===== config.mk =====
export PLATFORM = sky130hd
export DESIGN_NAME = load_store_unit
export DESIGN_NICKNAME = d
export VERILOG_FILES = /design/src/rtl/load_store_unit.sv
export SDC_FILE = /design/constraint.sdc
export NUM_CORES = 1
export LEC_CHECK = 0
export CORE_MARGIN = 3
export CORE_UTILIZATION = 50
export CTS_CLUSTER_SIZE = 16
export DETAILED_ROUTE_END_ITERATION = 12
export PLACE_DENSITY = 0.88
export SLEW_MARGIN = 20
export SYNTH_ARGS = -nofsm -noshare
export SYNTH_HDL_FRONTEND = slang
export SYNTH_SLANG_ARGS = --single-unit

===== constraint.sdc =====
create_clock -name clk -period 2.41 [get_ports clk]
set_input_delay 0.482 -clock clk [delete_from_list [all_inputs] [get_ports clk]]
set_output_delay 0.482 -clock clk [all_outputs]
set_load 0.1 [all_outputs]

===== src/rtl/load_store_unit.sv =====
// Load/store unit: single-outstanding B/H/W/D access to a doubleword-wide memory.
// Sub-doubleword stores use read-modify-write; misaligned requests may trap.
module load_store_unit #(
    parameter int XLEN          = 64,
    parameter int IDX_SHIFT     = 3,
    parameter bit MISALIGN_TRAP = 1'b1
) (
    input  logic            clk,
    input  logic            rst_n,
    input  logic            req_valid,
    output logic            req_ready,
    input  logic            req_is_store,
    input  logic [1:0]      req_size,
    input  logic            req_unsigned,
    input  logic [XLEN-1:0] req_addr,
    input  logic [XLEN-1:0] req_wdata,
    output logic            resp_valid,
    output logic [XLEN-1:0] resp_rdata,
    output logic            resp_misalign,
    output logic [XLEN-1:0] mem_addr,
    output logic [XLEN-1:0] mem_wdata,
    output logic            mem_read,
    output logic            mem_write,
    input  logic [XLEN-1:0] mem_rdata
);

    typedef enum logic [2:0] {
        IDLE, LOAD, STORE, RMW_RD, RMW_WR, RESP, ERR
    } state_t;

    state_t state, state_nxt;

    logic            unsigned_q;
    logic [1:0]      size_q;
    logic [XLEN-1:0] addr_q, wdata_q, rdata_q, merge_q;

    logic            hs, misal;
    logic [XLEN-1:0] addr_eff;
    logic [5:0]      bit_off;
    logic [XLEN-1:0] shifted, ext_data, size_mask, byte_mask, merged;

    assign req_ready = rst_n & (state == IDLE);
    assign hs        = req_valid & req_ready;

    always_comb begin
        misal    = 1'b0;
        addr_eff = req_addr;
        case (req_size)
            2'b01: begin
                misal       = req_addr[0];
                addr_eff[0] = 1'b0;
            end
            2'b10: begin
                misal         = |req_addr[1:0];
                addr_eff[1:0] = 2'b00;
            end
            2'b11: begin
                misal         = |req_addr[2:0];
                addr_eff[2:0] = 3'b000;
            end
            default: ;
        endcase
        // Without trapping, the request is forced onto its natural alignment.
        if (MISALIGN_TRAP) addr_eff = req_addr;
    end

    assign bit_off = {addr_q[2:0], 3'b000};
    assign shifted = mem_rdata >> bit_off;

    always_comb begin
        case (size_q)
            2'b00: begin
                ext_data = {{(XLEN-8){~unsigned_q & shifted[7]}},
                            shifted[7:0]};
                size_mask = {{(XLEN-8){1'b0}}, 8'hFF};
            end
            2'b01: begin
                ext_data = {{(XLEN-16){~unsigned_q & shifted[15]}},
                            shifted[15:0]};
                size_mask = {{(XLEN-16){1'b0}}, 16'hFFFF};
            end
            2'b10: begin
                ext_data = {{(XLEN-32){~unsigned_q & shifted[31]}},
                            shifted[31:0]};
                size_mask = {{(XLEN-32){1'b0}}, 32'hFFFF_FFFF};
            end
            default: begin
                ext_data  = shifted;
                size_mask = '1;
            end
        endcase
    end

    assign byte_mask = size_mask << bit_off;
    assign merged    = (mem_rdata & ~byte_mask)
                     | ((wdata_q << bit_off) & byte_mask);

    always_ff @(posedge clk or negedge rst_n) begin
        if (!rst_n) state <= IDLE;
        else        state <= state_nxt;
    end

    always_ff @(posedge clk or negedge rst_n) begin
        if (!rst_n) begin
            unsigned_q <= 1'b0;
            size_q     <= 2'b00;
            addr_q     <= '0;
            wdata_q    <= '0;
            rdata_q    <= '0;
            merge_q    <= '0;
        end else begin
            if (hs) begin
                unsigned_q <= req_unsigned;
                size_q     <= req_size;
                addr_q     <= addr_eff;
                wdata_q    <= req_wdata;
                rdata_q    <= '0;
            end
            if (state == LOAD)   rdata_q <= ext_data;
            if (state == RMW_RD) merge_q <= merged;
        end
    end

    assign resp_rdata = rdata_q;

    always_comb begin
        state_nxt     = state;
        resp_valid    = 1'b0;
        resp_misalign = 1'b0;
        mem_read      = 1'b0;
        mem_write     = 1'b0;
        mem_addr      = '0;
        mem_wdata     = '0;
        case (state)
            IDLE: begin
                if (hs) begin
                    if (misal && MISALIGN_TRAP) state_nxt = ERR;
                    else if (!req_is_store)     state_nxt = LOAD;
                    else if (req_size == 2'b11) state_nxt = STORE;
                    else                        state_nxt = RMW_RD;
                end
            end
            LOAD: begin
                mem_read  = 1'b1;
                mem_addr  = addr_q >> IDX_SHIFT;
                state_nxt = RESP;
            end
            STORE: begin
                mem_write = 1'b1;
                mem_addr  = addr_q >> IDX_SHIFT;
                mem_wdata = wdata_q;
                state_nxt = RESP;
            end
            RMW_RD: begin
                mem_read  = 1'b1;
                mem_addr  = addr_q >> IDX_SHIFT;
                state_nxt = RMW_WR;
            end
            RMW_WR: begin
                mem_write = 1'b1;
                mem_addr  = addr_q >> IDX_SHIFT;
                mem_wdata = merge_q;
                state_nxt = RESP;
            end
            RESP: begin
                resp_valid = 1'b1;
                state_nxt  = IDLE;
            end
            ERR: begin
                resp_valid    = 1'b1;
                resp_misalign = 1'b1;
                state_nxt     = IDLE;
            end
            default: state_nxt = IDLE;
        endcase
    end

endmodule


==> impl_metrics.csv <==
group,metric,value,unit
sta,timing.final.ws_setup,-244,ps
place,port_buffers,392,
floorplanning,initial_core_util,51.4,%
floorplanning,core-area,0.0291,mm^2
synthesis,synth_top_area_share,43.9,%
job,maxCapViolCount,0,
routing,drt_first_iter_violations,2349,
floorplanning,die_h,179,um
routing,route.vias.total,16331,
floorplanning,rows,62,
cts,cts_num_sinks,262,
cts,cts_tree,"built",
floorplanning,fp.dieArea,0.0320,mm^2
synthesis,yosys_most_used_dff,"dfrtp_1",
global_route,grt_usage,41.8,%
routing,firstDrtPassIters,6,
sta,maxSlewViolCount,0,
synthesis,synthesis.area,0.0149,mm^2
cts,cts_htree_levels,1,
floorplanning,fp.dieW,179,um
final_layout,syn_to_final_growth,56.3,%
worst_setup_path,start_kind,"register",
worst_hold_path,hold_path.class,"in -> async",
synthesis,synth_cell_types,61,
sta,fin_crit_sh,110,%
floorplanning,boundaryPins,396,
cts,cts_buffers,29,
synthesis,ys_seq_elements,262,
final_layout,final_cell_mix,"nand2_1 (543), dfrtp_1 (257), clkdlybuf4s50_1 (197), buf_4 (152), buf_12 (147)",
sta,tightest_slew,824,ps
global_route,grt_pass1_vias,16274,
sta,clock_skew,25.2,ps
worst_setup_path,crit_arrival,2170,ps
place,place_congestion,1.03,
worst_setup_path,regToRegSetupSlack,110,ps
final_layout,layout.nets,2323,
routing,vias_per_cell,6.45,
global_route,antenna_found_initial,1,
routing,wl,70.5,mm
synthesis,ys_seq_area_share,43.9,%
worst_setup_path,crit_required,1930,ps
cts,clk_pin_slew,60,ps
synthesis,synth_warnings,0,
worst_setup_path,r2r-end,"resp_rdata[21]",
final_layout,final_common_cell,"nand2_1",
global_route,grt_pass1_wl,100,mm
worst_setup_path,cp_max_fo,8,
worst_setup_path,r2r.worst_path.cells,8,
worst_setup_path,r2r-start,"state[2]",
sta,rsz0062_at_grt,"yes",
sta,final_hold_viol_count,0,
sta,slew_headroom,45.1,%
run_status,violations,"negative setup slack",
worst_setup_path,crit_type,"reg -> out",
sta,post-route-min-period,2650,ps
routing,antenna_left,0,
synthesis,synth_area_per_cell,8.74,um^2
cts,clockBufferDepth,3,
final_layout,drive_above_1_share,27.9,%
cts,clock-root-buffer,"clkbuf_16",
synthesis,yosys-top-cells-area,"dfrtp_1 (44%), nand2_1 (14%), mux2i_1 (7.6%), o21ai_0 (4.5%), a22o_1 (3.8%)",
synthesis,synth_edf_count,0,
sta,setup_violations,126,
cts,clk_latency,580,ps
global_route,grt.overflow.total,0,
routing,drc,0,
final_layout,final_core_util,80.3,%
place,dpl.hpwl,46.1,mm
global_route,grt_max_degree,138,
final_layout,nFillCells,1739,
synthesis,synth_top_area_cell,"dfrtp_1",
run_status,status,"complete, but fails checks",
synthesis,synth_cells,1709,
routing,wl_per_cell,27.8,um
sta,clock.fmax,377,MHz
worst_setup_path,end_kind,"output port",
synthesis,async_reset_ff_share,100,%
## flip-flops by register name, indices dropped and copies added, names as in the netlist
register,count
unsigned_q,1
resp_rdata,64
merge_q,64
wdata_q,64
size_q,2
state,3
addr_q,64
## worst max path at each step
stage / slack [ps] / cells after the start / start / end
floorplan: -70 / 7 / state[0] / merge_q[29]
global placement: -220 / 7 / mem_rdata[63] / resp_rdata[63]
detailed placement: -250 / 7 / mem_rdata[63] / resp_rdata[11]
CTS: -210 / 7 / state[1] / mem_addr[57]
global route: -250 / 7 / state[1] / mem_addr[21]
finish: -240 / 7 / state[1] / mem_addr[21]
## what timing repair did
action / CTS / global route
setup buffers: 13 / 4
endpoints found under the hold margin: 6 / 0
setup endpoints to repair: 127 / 128
hold buffers: 1 / 0
cloned: 14 / 7
resized for setup: 83 / 66
pin swaps: 33 / 50
## cell usage after synthesis, types with 19 or more instances
cell type	n
nand2_1	545
dfrtp_1	262
o21ai_0	135
mux2i_1	114
clkbuf_1	83
and2_1	70
a22o_1	64
nor2_1	63
a21oi_1	54
buf_2	33
a22oi_1	29
o21ai_1	27
mux2_2	25
o21ai_2	20
a211oi_1	19
## critical path, cell delays in order, from the launching register on
cell       delay (ps)
dfrtp_2           430
buf_6             130
o21a_4            200
nor2_4            120
buf_12            180
clkbuf_16         190
and2_4            170
buf_12            170
## area by class of cell
class                      count  area (um^2)  share of cell area (%)
clock inverter                16          240                    1.03
inverter                       4         15.0                  0.0643
multi-input combinational   1304         8550                    36.6
timing repair buffer         523         6690                    28.6
sequential                   262         6570                    28.1
tap                          384          480                    2.06
clock buffer                  37          816                    3.49
antenna                        2         5.00                  0.0214
## cells by family after synthesis
| group | synth area share, % |
|---|---|
| multiplexers | 12.5 |
| flip-flops | 43.9 |
| other | 0.0251 |
| buffers and inverters | 4.32 |
| AO/OA/AOI/OAI | 19.4 |
| AND/OR/NAND/NOR | 19.8 |
| XOR/XNOR | 0.0586 |
## per-stage QoR
step / std cells / TNS [ps] / hold slack (ps) / area [um^2] / worst slack, ps
after global placement: 2439 / -10520 / 293 / 21000 / -219
after detailed placement: 2439 / -11880 / 296 / 21000 / -253
after CTS: 2520 / -18940 / 384 / 22900 / -208
after floorplan: 1711 / -3320 / 186 / 15200 / -67.5
final: 2532 / -22150 / 388 / 23400 / -244
after global routing: 2531 / -23300 / 399 / 23400 / -250
## routing by layer
layer,part of all wire (%),up-vias,track usage [%]
met4,7.9,0,23.9
li1,-,6758,-
met1,34,7828,51.3
met2,44,1364,65.8
met5,0,-,0
met3,13,381,12.3
Power is left out: the tool's default activity adds up to more than one toggle a clock period on the data nets, which glitch-free logic cannot reach.
